===== src/rtl/lsu_pkg.sv =====
// Shared types for the load/store unit: access-size encoding, FSM states,
// and the size-to-byte-count helper.
package lsu_pkg;

  typedef enum logic [1:0] {
    SZ_B = 2'b00,
    SZ_H = 2'b01,
    SZ_W = 2'b10,
    SZ_D = 2'b11
  } size_e;

  typedef enum logic [1:0] {
    IDLE    = 2'b00,
    RD_WAIT = 2'b01,
    WRITE   = 2'b10,
    RESP    = 2'b11
  } state_e;

  function automatic logic [3:0] size_bytes(input size_e s);
    return 4'd1 << s;
  endfunction

endpackage


===== src/rtl/lsu_lane_align.sv =====
// Little-endian lane extraction with sign/zero extension for loads, and
// byte-lane merge of store data into a read word for sub-word stores.
module lsu_lane_align
  import lsu_pkg::*;
#(
  parameter int XLEN = 64
) (
  input  logic [XLEN-1:0]              word_i,
  input  logic [$clog2(XLEN/8)-1:0]    off_i,
  input  size_e                        size_i,
  input  logic                         unsigned_i,
  input  logic [XLEN-1:0]              wdata_i,
  output logic [XLEN-1:0]              load_o,
  output logic [XLEN-1:0]              merge_o
);

  localparam int SH_W = $clog2(XLEN);

  logic [SH_W-1:0] shamt;
  logic [XLEN-1:0] shifted;
  logic [XLEN-1:0] mask;
  logic [XLEN-1:0] lane_mask;
  logic            sbit;

  always_comb begin
    shamt   = {off_i, 3'b000};
    shifted = word_i >> shamt;
    mask    = '1;
    sbit    = shifted[XLEN-1];
    case (size_i)
      SZ_B: begin
        mask = XLEN'(8'hFF);
        sbit = shifted[7];
      end
      SZ_H: begin
        mask = XLEN'(16'hFFFF);
        sbit = shifted[15];
      end
      SZ_W: begin
        mask = XLEN'(32'hFFFF_FFFF);
        sbit = shifted[31];
      end
      default: begin
        mask = '1;
        sbit = shifted[XLEN-1];
      end
    endcase
    load_o    = (shifted & mask) | ((sbit && !unsigned_i) ? ~mask : '0);
    lane_mask = mask << shamt;
    merge_o   = (word_i & ~lane_mask) | ((wdata_i & mask) << shamt);
  end

endmodule


===== src/rtl/load_store_unit.sv =====
// Single-outstanding load/store unit: alignment check, aligned memory read,
// read-modify-write for sub-word stores, and a one-cycle response pulse.
module load_store_unit
  import lsu_pkg::*;
#(
  parameter int XLEN    = 64,
  parameter int MEM_LAT = 1
) (
  input  logic            CLK,
  input  logic            RST,
  input  logic            req_valid,
  output logic            req_ready,
  input  logic            req_store,
  input  logic [1:0]      req_size,
  input  logic            req_unsigned,
  input  logic [XLEN-1:0] req_addr,
  input  logic [XLEN-1:0] req_wdata,
  output logic            rsp_valid,
  output logic [XLEN-1:0] rsp_rdata,
  output logic            rsp_misaligned,
  output logic [XLEN-1:0] mem_raddr,
  input  logic [XLEN-1:0] mem_rdata,
  output logic [XLEN-1:0] mem_waddr,
  output logic [XLEN-1:0] mem_wdata,
  output logic            mem_wr
);

  localparam int NBYTES = XLEN / 8;
  localparam int OFF_W  = $clog2(NBYTES);
  localparam int CNT_W  = $clog2(MEM_LAT + 1);

  state_e            state_q, state_d;
  logic [CNT_W-1:0]  cnt_q, cnt_d;
  logic              store_q, store_d;
  size_e             size_q, size_d;
  logic              uns_q, uns_d;
  logic              mis_q, mis_d;
  logic [XLEN-1:0]   addr_q, addr_d;
  logic [XLEN-1:0]   wdata_q, wdata_d;
  logic [XLEN-1:0]   line_q, line_d;
  logic [XLEN-1:0]   rdata_q, rdata_d;

  logic [3:0]        acc_bytes;
  logic [OFF_W-1:0]  acc_mask;
  logic              req_mis;
  logic              req_full;
  logic [XLEN-1:0]   aligned_addr;
  logic [XLEN-1:0]   load_ext;
  logic [XLEN-1:0]   merged;

  lsu_lane_align #(.XLEN(XLEN)) u_align (
    .word_i     (mem_rdata),
    .off_i      (addr_q[OFF_W-1:0]),
    .size_i     (size_q),
    .unsigned_i (uns_q),
    .wdata_i    (wdata_q),
    .load_o     (load_ext),
    .merge_o    (merged)
  );

  always_comb begin
    acc_bytes = size_bytes(size_e'(req_size));
    acc_mask  = OFF_W'(acc_bytes - 4'd1);
    // A double access has no legal alignment on a 32-bit datapath.
    req_mis   = ((req_addr[OFF_W-1:0] & acc_mask) != '0) ||
                (req_size == SZ_D && XLEN == 32);
    req_full  = (acc_bytes == 4'(NBYTES));
    aligned_addr = {addr_q[XLEN-1:OFF_W], {OFF_W{1'b0}}};
  end

  always_comb begin
    state_d = state_q;
    cnt_d   = cnt_q;
    store_d = store_q;
    size_d  = size_q;
    uns_d   = uns_q;
    mis_d   = mis_q;
    addr_d  = addr_q;
    wdata_d = wdata_q;
    line_d  = line_q;
    rdata_d = rdata_q;
    case (state_q)
      IDLE: begin
        if (req_valid) begin
          store_d = req_store;
          size_d  = size_e'(req_size);
          uns_d   = req_unsigned;
          addr_d  = req_addr;
          wdata_d = req_wdata;
          mis_d   = req_mis;
          cnt_d   = '0;
          if (req_mis) begin
            rdata_d = '0;
            state_d = RESP;
          end else if (req_store && req_full) begin
            line_d  = req_wdata;
            state_d = WRITE;
          end else begin
            state_d = RD_WAIT;
          end
        end
      end
      RD_WAIT: begin
        if (cnt_q == CNT_W'(MEM_LAT - 1)) begin
          if (store_q) begin
            line_d  = merged;
            state_d = WRITE;
          end else begin
            rdata_d = load_ext;
            state_d = RESP;
          end
        end else begin
          cnt_d = cnt_q + 1'b1;
        end
      end
      WRITE: begin
        rdata_d = '0;
        state_d = RESP;
      end
      default: state_d = IDLE;
    endcase
  end

  always_ff @(posedge CLK) begin
    if (RST) begin
      state_q <= IDLE;
      cnt_q   <= '0;
      store_q <= 1'b0;
      size_q  <= SZ_B;
      uns_q   <= 1'b0;
      mis_q   <= 1'b0;
      addr_q  <= '0;
      wdata_q <= '0;
      line_q  <= '0;
      rdata_q <= '0;
    end else begin
      state_q <= state_d;
      cnt_q   <= cnt_d;
      store_q <= store_d;
      size_q  <= size_d;
      uns_q   <= uns_d;
      mis_q   <= mis_d;
      addr_q  <= addr_d;
      wdata_q <= wdata_d;
      line_q  <= line_d;
      rdata_q <= rdata_d;
    end
  end

  // Outputs are gated by RST so they are quiet even in the first reset cycle.
  always_comb begin
    req_ready      = (state_q == IDLE) && !RST;
    rsp_valid      = (state_q == RESP) && !RST;
    rsp_misaligned = rsp_valid && mis_q;
    rsp_rdata      = RST ? '0 : rdata_q;
    mem_raddr      = ((state_q == RD_WAIT) && !RST) ? aligned_addr : '0;
    mem_wr         = (state_q == WRITE) && !RST;
    mem_waddr      = mem_wr ? aligned_addr : '0;
    mem_wdata      = mem_wr ? line_q : '0;
  end

endmodule


===== config.mk =====
export PLATFORM = sky130hd
export DESIGN_NAME = load_store_unit
export DESIGN_NICKNAME = d
export VERILOG_FILES = /design/src/rtl/lsu_pkg.sv /design/src/rtl/lsu_lane_align.sv /design/src/rtl/load_store_unit.sv
export SDC_FILE = /design/constraint.sdc
export NUM_CORES = 1
export LEC_CHECK = 0
export CAP_MARGIN = 0
export CORE_ASPECT_RATIO = 0.5
export CORE_MARGIN = 1
export CORE_UTILIZATION = 50
export DETAILED_ROUTE_END_ITERATION = 12
export DONT_BUFFER_PORTS = 1
export SLEW_MARGIN = 10
export SYNTH_ARGS = -nofsm -noshare
export SYNTH_HDL_FRONTEND = slang
export SYNTH_SLANG_ARGS = --single-unit

===== constraint.sdc =====
create_clock -name CLK -period 4.14 [get_ports CLK]
set_input_delay 0.828 -clock CLK [delete_from_list [all_inputs] [get_ports CLK]]
set_output_delay 0.828 -clock CLK [all_outputs]
set_load 0.01 [all_outputs]

==> impl_metrics.py, run 1 <==
metrics = {
    "status": {
        "status": "complete, no violations",
    },
    "place": {
        "routabilityCongestion": 0.961,
        "dp.final_hpwl_um": 45800,
        "io_buffers": 0,
    },
    "sta": {
        "slew_viol_final": 0,
        "fmax_mhz": 302,
        "min_period_over_period_pct": 80.0,
        "rsz0062_at_grt": "false",
        "fin_crit_ns": 3.31,
        "worst_pin_slew_ns": 1.11,
        "hold_viol_final": 0,
        "fin_skew_ns": 0.0252,
        "setup_violations": 0,
        "holdWs_ns": 0.360,
        "setup_tns_ns": 0,
        "relSlewSlack_pct": 25.2,
    },
    "synthesis": {
        "synth_area_um2": 15700,
        "avgSynthCellArea_um2": 7.98,
        "ys_async_sr_fraction_pct": 0,
        "synth_flop_cell": "dfxtp_1",
        "synth_edf_count": 0,
        "yosys.area.top_type": "dfxtp_1",
        "ys_seq_area_share_pct": 33.5,
        "synth_top_cell_area_share_pct": 33.5,
        "yosys-top-cells-area": "dfxtp_1 34%, nand2_1 8.2%, a21oi_1 6.3%, and2_1 5.5%, mux2i_1 4.3%",
        "synth_seq_cells": 263,
        "ys_types": 68,
        "ys_warn_count": 0,
        "syn_inst": 1966,
    },
    "floorplanning": {
        "ios": 459,
        "coreArea_um2": 30600,
        "fp.dieArea_um2": 32100,
        "die_h_um": 127,
        "fp.dieW_um": 253,
        "num_rows": 45,
        "start_util_pct": 51.3,
    },
    "clock_tree": {
        "cts.sinks": 263,
        "cts_max_level": 1,
        "cts_hold_buffers": 0,
        "cts_tree": "done",
        "clock_path_buffers": 3,
        "clk_latency_ns": 0.56,
        "post-cts-setup-buffers": 0,
        "clk_pin_slew_ns": 0.07,
        "ctsRootBufferMaster": "clkbuf_16",
        "cts_resized": 0,
        "numCtsBuffers": 24,
    },
    "routing": {
        "first_pass_iters": 6,
        "drc": 0,
        "ant_nets": 0,
        "dr_total_vias": 15118,
        "viasPerCell": 6.66,
        "wl_per_cell_um": 27.5,
        "drt-total-wl_um": 62500,
        "drt_iter0_markers": 1923,
    },
    "pwr": {
        "seqPwrFrac_pct": 38.7,
        "peakVddDrop_v": 0.000305,
        "p_int_uw": 5480,
        "p_leak_uw": 0.00614,
        "p_per_area_nw_per_um2": 579,
        "clockPowerShare_pct": 23.0,
        "switchingPower_uw": 4000,
        "p_sw_share_pct": 42.2,
        "pwr-share-comb_pct": 38.3,
    },
    "cells_and_area": {
        "area_growth_pct": 4.25,
        "antenna_cells": 0,
        "drive_above_1_share_pct": 9.70,
        "fillers": 3026,
        "seq_area_um2": 5280,
        "multi_input_area_um2": 9460,
        "mostFrequentLayoutCell": "nand2_1",
        "nNetsFinal": 2034,
        "final_cell_mix": "342 x nand2_1, 258 x dfxtp_1, 197 x a21oi_1",
    },
    "setup_path": {
        "rrSetupSlack_ns": 1.03,
        "cp.required_ns": 3.31,
        "cp.arrival_ns": 2.48,
        "crit_fanout": 88,
        "start_kind": "register",
        "worstSetupEndpointType": "output port",
        "critPathKind": "register to output port",
    },
    "global_route": {
        "grt_use_total_pct": 37.3,
        "grt_max_degree": 232,
        "antenna_found_initial": 3,
        "grt_overflow": 0,
        "grt_pass1_vias": 13651,
        "grt_pass1_wl_um": 90600,
    },
    "worst_hold_path": {
        "hold_path.class": "input port to register",
    },
    "flow_run": {
        "max_cap_viol_count": 0,
    },
}
## synthesized netlist by cell type (8+ instances only)
library cell  number
nand3_1           45
and4b_1            9
clkbuf_1         121
a21oi_1          197
a211oi_1          17
o41ai_1           18
buf_6              9
o32ai_1           14
and3_1            71
nor2b_1           75
nand2_1          344
and2_1           138
mux2_2            32
a211o_1            8
dfxtp_1          263
buf_4             21
a22oi_1           33
nor3_1            11
mux4_2            19
a221oi_1          33
buf_1             19
o211ai_1          16
nand2b_1          11
inv_1             22
a32o_1            14
mux2i_1           68
nand3_2           30
o221ai_1          10
nor2_1            68
a221o_1            8
o2bb2ai_1         43
or2_2              9
o31ai_1           10
o21ai_0           52
buf_2             28
## kinds of logic after synthesis
logic type               count (synthesis)  synth area share (%)
AO/OA/AOI/OAI                          515                  22.3
adder cells (fa/ha/maj)                  5                 0.399
flip-flops                             263                  33.5
other                                    1                0.0239
AND/OR/NAND/NOR                        837                  27.7
multiplexers                           121                  9.53
buffers and inverters                  224                  6.53
## per-layer routing
metal  track usage [%]  vias to the layer above  share of wire (%)
met5                 0                        -              0.021
li1                  -                     6726                  -
met1              53.3                     7384                 43
met3              8.70                      109                 11
met4              10.2                        2                2.7
met2              56.1                      897                 43
## power groups by stage
stage               Sequential (uW)  Clock [uW]  Combinational (uW)
global placement               3680           0                3470
global route                   3710        2300                3910
finish                         3660        2180                3630
floorplan                      3380           0                2760
detailed placement             3690           0                3530
CTS                            3650        2200                3540
## sequential cells by signal, indices dropped and copies added (netlist names)
signal and count:
mis_q 1, line_q 64, state_q 2, uns_q 1, rdata_q 64, addr_q 64, wdata_q 64, store_q 1
size_q 2
## area by class of cell
| type | instances | share of cell area [%] |
|---|---|---|
| inverters | 24 | 0.551 |
| repair buffers | 33 | 1.67 |
| flip-flops and latches | 263 | 32.2 |
| well taps | 423 | 3.23 |
| clock inverters | 6 | 0.252 |
| clock buffers | 36 | 4.25 |
| multi-input cells | 1484 | 57.8 |
## final timing paths
check	from	endpoint	cells after the start
hold / removal	RST	wdata_q[8]$_SDFFE_PP0P_	1
hold reg to reg	line_q[0]$_SDFFE_PP0P_	line_q[0]$_SDFFE_PP0P_	2
setup / recovery	state_q[0]$_SDFFE_PP0P_	mem_wdata[52]	5
setup reg to reg	addr_q[1]$_SDFFE_PP0P_	line_q[36]$_SDFFE_PP0P_	5
## critical path, stage by stage (launching register included)
cell	delay (ns)
dfxtp_1	0.37
inv_1	0.10
ha_1	0.18
nor2b_4	0.63
buf_12	0.37
and2_1	0.25
## per-stage QoR
step	total power [uW]	cells	worst slack, ns	cell area (um^2)	utilization [%]
after floorplan	6140	1971	1.52	15700	-
final	9470	2269	0.828	16400	53.5
after global placement	7160	2227	1.10	15600	51.1
after detailed placement	7220	2227	1.05	15600	51.1
after global routing	9920	2269	0.647	16400	53.5
after CTS	9390	2269	0.847	16400	53.5
Note: power is estimated with default switching activity, not from simulation.
==> inputs of run 2 (changes only) <==
Clock period 4.14 ns to 3.4 ns, I/O delays scaled along.
==> run 2 against run 1 <==
Sequential share of layout area fell by 0.47 points. Sequential cell count is the same. Cell area is 1.4% higher. Sequential power rose by 20%. Via count rose by 0.62%. Critical path depth did not move. Clock skew down 0.018 ns. Final cell count is 0.93% higher.
==> impl_metrics.py, run 2 (synthesis results as in run 1) <==
metrics = {
    "pwr": {
        "switchingPower_uw": 4840,
        "seqPwrFrac_pct": 37.9,
        "p_leak_uw": 0.00628,
        "peakVddDrop_v": 0.000412,
        "pwr-share-comb_pct": 38.4,
        "clockPowerShare_pct": 23.7,
        "p_per_area_nw_per_um2": 700,
        "p_sw_share_pct": 41.7,
        "p_int_uw": 6780,
    },
    "sta": {
        "worst_pin_slew_ns": 1.21,
        "setup_tns_ns": 0,
        "setup_violations": 0,
        "hold_viol_final": 0,
        "slew_viol_final": 0,
        "fin_skew_ns": 0.00762,
        "rsz0062_at_grt": "false",
        "fin_crit_ns": 2.94,
        "fmax_mhz": 340,
        "relSlewSlack_pct": 18.8,
        "min_period_over_period_pct": 86.5,
    },
    "setup_path": {
        "crit_fanout": 119,
        "critPathBufInv": 2,
        "crit_family": "simple AND/OR/NAND/NOR gates",
        "r2r_cells": 7,
        "rrSetupSlack_ns": 0.47,
        "cp.required_ns": 2.72,
        "cp.depth": 5,
        "crit_slowest_cell": "dfxtp_1",
        "critPathMaxStageDelay_ns": 0.37,
        "worstSetupEndpointType": "output port",
        "cp.arrival_ns": 2.26,
        "r2r-end": "rdata_q[23]$_SDFFE_PP0P_",
        "timing.rr.start": "state_q[0]$_SDFFE_PP0P_",
        "start_kind": "register",
        "worstPathCellList": "inv_1 -> ha_1 -> nor2b_4 -> buf_12 -> and2_1",
        "critPathKind": "register to output port",
    },
    "clock_tree": {
        "post-cts-setup-buffers": 0,
        "ctsRootBufferMaster": "clkbuf_16",
        "clock_path_buffers": 3,
        "clk_latency_ns": 0.56,
        "cts.sinks": 263,
        "cts_max_level": 1,
        "clk_pin_slew_ns": 0.07,
        "cts_resized": 0,
        "cts_hold_buffers": 0,
        "numCtsBuffers": 24,
        "cts_tree": "done",
    },
    "worst_hold_path": {
        "min_delay_worst_endpoint": "line_q[5]$_SDFFE_PP0P_",
        "hold_path.class": "input port to register",
        "holdPathStages": 1,
        "hp-start": "RST",
    },
    "routing": {
        "first_pass_iters": 6,
        "viasPerCell": 6.64,
        "drc": 0,
        "dr_total_vias": 15212,
        "ant_nets": 0,
        "drt_iter0_markers": 2027,
        "drt-total-wl_um": 63200,
        "wl_per_cell_um": 27.6,
    },
    "global_route": {
        "antenna_found_initial": 0,
        "busiest_layer": "met2",
        "grt_use_total_pct": 37.3,
        "grt_overflow": 0,
        "use_met3_pct": 8.58,
        "gr-usage-met1_pct": 53.2,
        "grt_pass1_vias": 13401,
        "use_met2_pct": 56.8,
        "grt_max_degree": 232,
        "grt_pass1_wl_um": 90200,
    },
    "cells_and_area": {
        "finish.utilization_pct": 54.3,
        "nNetsFinal": 2055,
        "layout.cells.non_filler": 2290,
        "mostFrequentLayoutCell": "nand2_1",
        "final_cell_mix": "342 x nand2_1, 259 x dfxtp_1, 197 x a21oi_1",
        "area_growth_pct": 5.76,
        "drive_above_1_share_pct": 10.8,
        "fillers": 2953,
    },
    "place": {
        "io_buffers": 0,
        "routabilityCongestion": 1.01,
        "dp.final_hpwl_um": 46400,
        "dp_cells": 2248,
    },
    "floorplanning": {
        "die_h_um": 127,
        "coreArea_um2": 30600,
        "fp.dieArea_um2": 32100,
        "start_util_pct": 51.3,
        "num_rows": 45,
        "ios": 459,
        "fp.dieW_um": 253,
    },
    "status": {
        "status": "complete, no violations",
    },
    "flow_run": {
        "max_cap_viol_count": 0,
    },
}
run 2: changes by cell type in the layout (fill, tap and decap cells not counted):
cell        before  now
clkinv_2         5    6
clkinv_16        0    1
diode_2          0    2
dfxtp_2          3    2
buf_12           2    5
dfxtp_1        258  259
clkinvlp_4       0    1
clkbuf_1         7    2
bufinv_16        0    1
buf_4           31   49
clkinv_8         1    0
run 2: stage by stage:
step                      setup WS (ns)  hold WS [ns]  instance area (um^2)  total power, uW
after detailed placement          0.513         0.439                 15800             8800
final                             0.458         0.196                 16600            11600
after CTS                         0.471         0.179                 16600            11500
after floorplan                    1.08         0.424                 15700             7470
after global placement            0.622         0.433                 15800             8680
after global routing              0.200         0.188                 16600            12200
run 2: final cells by class:
cell class	instances	area (um^2)	share of cell area [%]
Clock inverter	9	97.6	0.588
Multi-Input combinational cell	1484	9460	57.0
Tap cell	423	529	3.19
Antenna cell	2	5.00	0.0301
Sequential cell	263	5280	31.8
Timing Repair Buffer	54	468	2.82
Clock buffer	31	677	4.08
Inverter	24	90.1	0.543
run 2: routing by layer:
layer  up-vias  wire, um
li1       6764         -
met4         0      1640
met5         -         0
met2       859     27700
met3       127      6620
met1      7462     27300
run 2: power groups by stage:
stage / logic [uW] / clock network, uW / registers (uW)
CTS: 4360 / 2780 / 4390
floorplan: 3360 / 0 / 4110
detailed placement: 4350 / 0 / 4450
global route: 4780 / 2910 / 4490
global placement: 4260 / 0 / 4420
finish: 4460 / 2750 / 4410
run 2: how the worst max path moves through the flow:
| stage | from | to | slack, ns |
|---|---|---|---|
| final | state_q[0]$_SDFFE_PP0P_ | mem_wdata[59] | 0.46 |
| after global routing | state_q[0]$_SDFFE_PP0P_ | rdata_q[31]$_SDFFE_PP0P_ | 0.20 |
| after detailed placement | state_q[0]$_SDFFE_PP0P_ | rdata_q[31]$_SDFFE_PP0P_ | 0.51 |
| after floorplan | RST | mem_wdata[14] | 1.08 |
| after CTS | state_q[0]$_SDFFE_PP0P_ | mem_wdata[34] | 0.47 |
| after global placement | state_q[0]$_SDFFE_PP0P_ | rdata_q[31]$_SDFFE_PP0P_ | 0.62 |
==> inputs of run 3 (changes only) <==
Clock period 3.4 ns to 3.6 ns, I/O delays scaled along.
==> run 3 against run 2 <==
Die area unchanged. Critical path type unchanged. Worst hold slack better by 0.034 ns. Highest routed layer is now met5. Final cell count is 0.13% lower. Critical path depth unchanged.
==> impl_metrics.py, run 3 (synthesis results as in run 1) <==
metrics = {
    "sta": {
        "rsz0062_at_grt": "false",
        "min_period_over_period_pct": 86.9,
        "relSlewSlack_pct": 38.4,
        "fin_skew_ns": 0.0114,
        "fin_crit_ns": 3.13,
        "setup_violations": 0,
        "worst_pin_slew_ns": 0.918,
        "hold_viol_final": 0,
        "slew_viol_final": 0,
        "fmax_mhz": 320,
        "setup_tns_ns": 0,
    },
    "pwr": {
        "p_leak_uw": 0.00630,
        "peakVddDrop_v": 0.000364,
        "p_total_uw": 11300,
        "p_sw_share_pct": 41.3,
        "p_int_uw": 6610,
        "clockPowerShare_pct": 25.0,
        "switchingPower_uw": 4660,
        "p_per_area_nw_per_um2": 675,
        "seqPwrFrac_pct": 37.0,
        "pwr-share-comb_pct": 38.1,
    },
    "global_route": {
        "grt_overflow": 0,
        "grt_max_degree": 232,
        "antenna_found_initial": 3,
        "grt_pass1_vias": 13686,
        "grt_pass1_wl_um": 92300,
        "grt_use_total_pct": 38.0,
    },
    "clock_tree": {
        "clk_latency_ns": 0.56,
        "ctsRootBufferMaster": "clkbuf_16",
        "post-cts-setup-buffers": 0,
        "cts_max_level": 1,
        "cts.sinks": 263,
        "cts_resized": 0,
        "numCtsBuffers": 25,
        "clk_pin_slew_ns": 0.07,
        "cts_tree": "done",
        "cts_hold_buffers": 0,
        "clock_path_buffers": 3,
    },
    "place": {
        "routabilityCongestion": 0.937,
        "placed_cell_area_um2": 15800,
        "io_buffers": 0,
        "dp.final_hpwl_um": 46600,
    },
    "routing": {
        "ant_nets": 0,
        "drt_iter0_markers": 1922,
        "drt-total-wl_um": 63800,
        "dr_total_vias": 15206,
        "viasPerCell": 6.65,
        "first_pass_iters": 5,
        "drc": 0,
        "wl_per_cell_um": 27.9,
    },
    "cells_and_area": {
        "final_cell_mix": "342 x nand2_1, 258 x dfxtp_1, 197 x a21oi_1",
        "drive_above_1_share_pct": 10.7,
        "area_growth_pct": 6.31,
        "nNetsFinal": 2048,
        "design_area_um2": 16700,
        "mostFrequentLayoutCell": "nand2_1",
    },
    "setup_path": {
        "crit_fanout": 72,
        "crit_slowest_cell": "nor2b_4",
        "crit_family": "simple AND/OR/NAND/NOR gates",
        "worstPathCellList": "inv_1 -> ha_1 -> nor2b_4 -> buf_12 -> and2_1",
        "critPathKind": "register to output port",
        "critPathMaxStageDelay_ns": 0.52,
        "critPathBufInv": 2,
        "cp.arrival_ns": 2.41,
        "cp.required_ns": 2.88,
        "start_kind": "register",
        "worstSetupEndpointType": "output port",
    },
    "flow_run": {
        "max_cap_viol_count": 0,
    },
    "floorplanning": {
        "num_rows": 45,
        "fp.dieArea_um2": 32100,
        "die_h_um": 127,
        "fp.dieW_um": 253,
        "coreArea_um2": 30600,
        "start_util_pct": 51.3,
        "ios": 459,
    },
    "status": {
        "status": "complete, no violations",
    },
    "worst_hold_path": {
        "hold_path.class": "input port to register",
    },
}
## run 3: metal layers
metal	part of all wire, %	vias up	track usage [%]
li1	-	6767	-
met1	42	7424	54.1
met2	43	890	56.3
met3	12	123	10.3
met4	2.9	2	10.4
met5	0.011	-	0
## run 3: power by group through the flow
| stage | Clock, uW | Sequential, uW | Combinational [uW] |
|---|---|---|---|
| 6_report | 2810 | 4170 | 4290 |
| 5_1_grt | 2960 | 4230 | 4600 |
| 4_1_cts | 2840 | 4150 | 4190 |
| 3_5_place_dp | 0 | 4200 | 4160 |
| 3_3_place_gp | 0 | 4190 | 4090 |
| 2_1_floorplan | 0 | 3880 | 3170 |
## run 3: final cells by class
class                   instances  area, um^2
diodes                          2        5.00
clock buffers                  36         737
clock inverters                 9         129
fillers                      2922       13900
inverters                      24        90.1
multi-input cells            1484        9460
flip-flops and latches        263        5280
well taps                     423         529
repair buffers                 46         458
## run 3: worst register-to-register path, stage by stage (launching register included)
cell,delay [ns]
dfxtp_1,0.45
inv_1,0.12
ha_1,0.32
inv_1,0.16
a221o_1,0.39
nand3b_1,0.21
buf_4,0.22
or4_1,0.70
o211ai_1,0.18
## run 3: per-stage QoR
stage               util [%]  hold slack, ns  setup WS [ns]  std cells
global placement        51.7           0.434          0.949       2240
finish                  54.6           0.230          0.470       2287
global route            54.6           0.216          0.311       2285
floorplan                  -           0.424           1.20       1971
detailed placement      51.7           0.440          0.907       2240
CTS                     54.6           0.214          0.446       2285
## run 3: path summary, 6_finish.rpt
kind	start	cells past startpoint	end	slack, ns
setup / recovery	state_q[0]$_SDFFE_PP0P_	5	mem_wdata[8]	0.47
hold reg to reg	line_q[4]$_SDFFE_PP0P_	2	line_q[4]$_SDFFE_PP0P_	0.45
hold / removal	RST	1	line_q[4]$_SDFFE_PP0P_	0.23
setup reg to reg	state_q[0]$_SDFFE_PP0P_	8	rdata_q[23]$_SDFFE_PP0P_	0.78
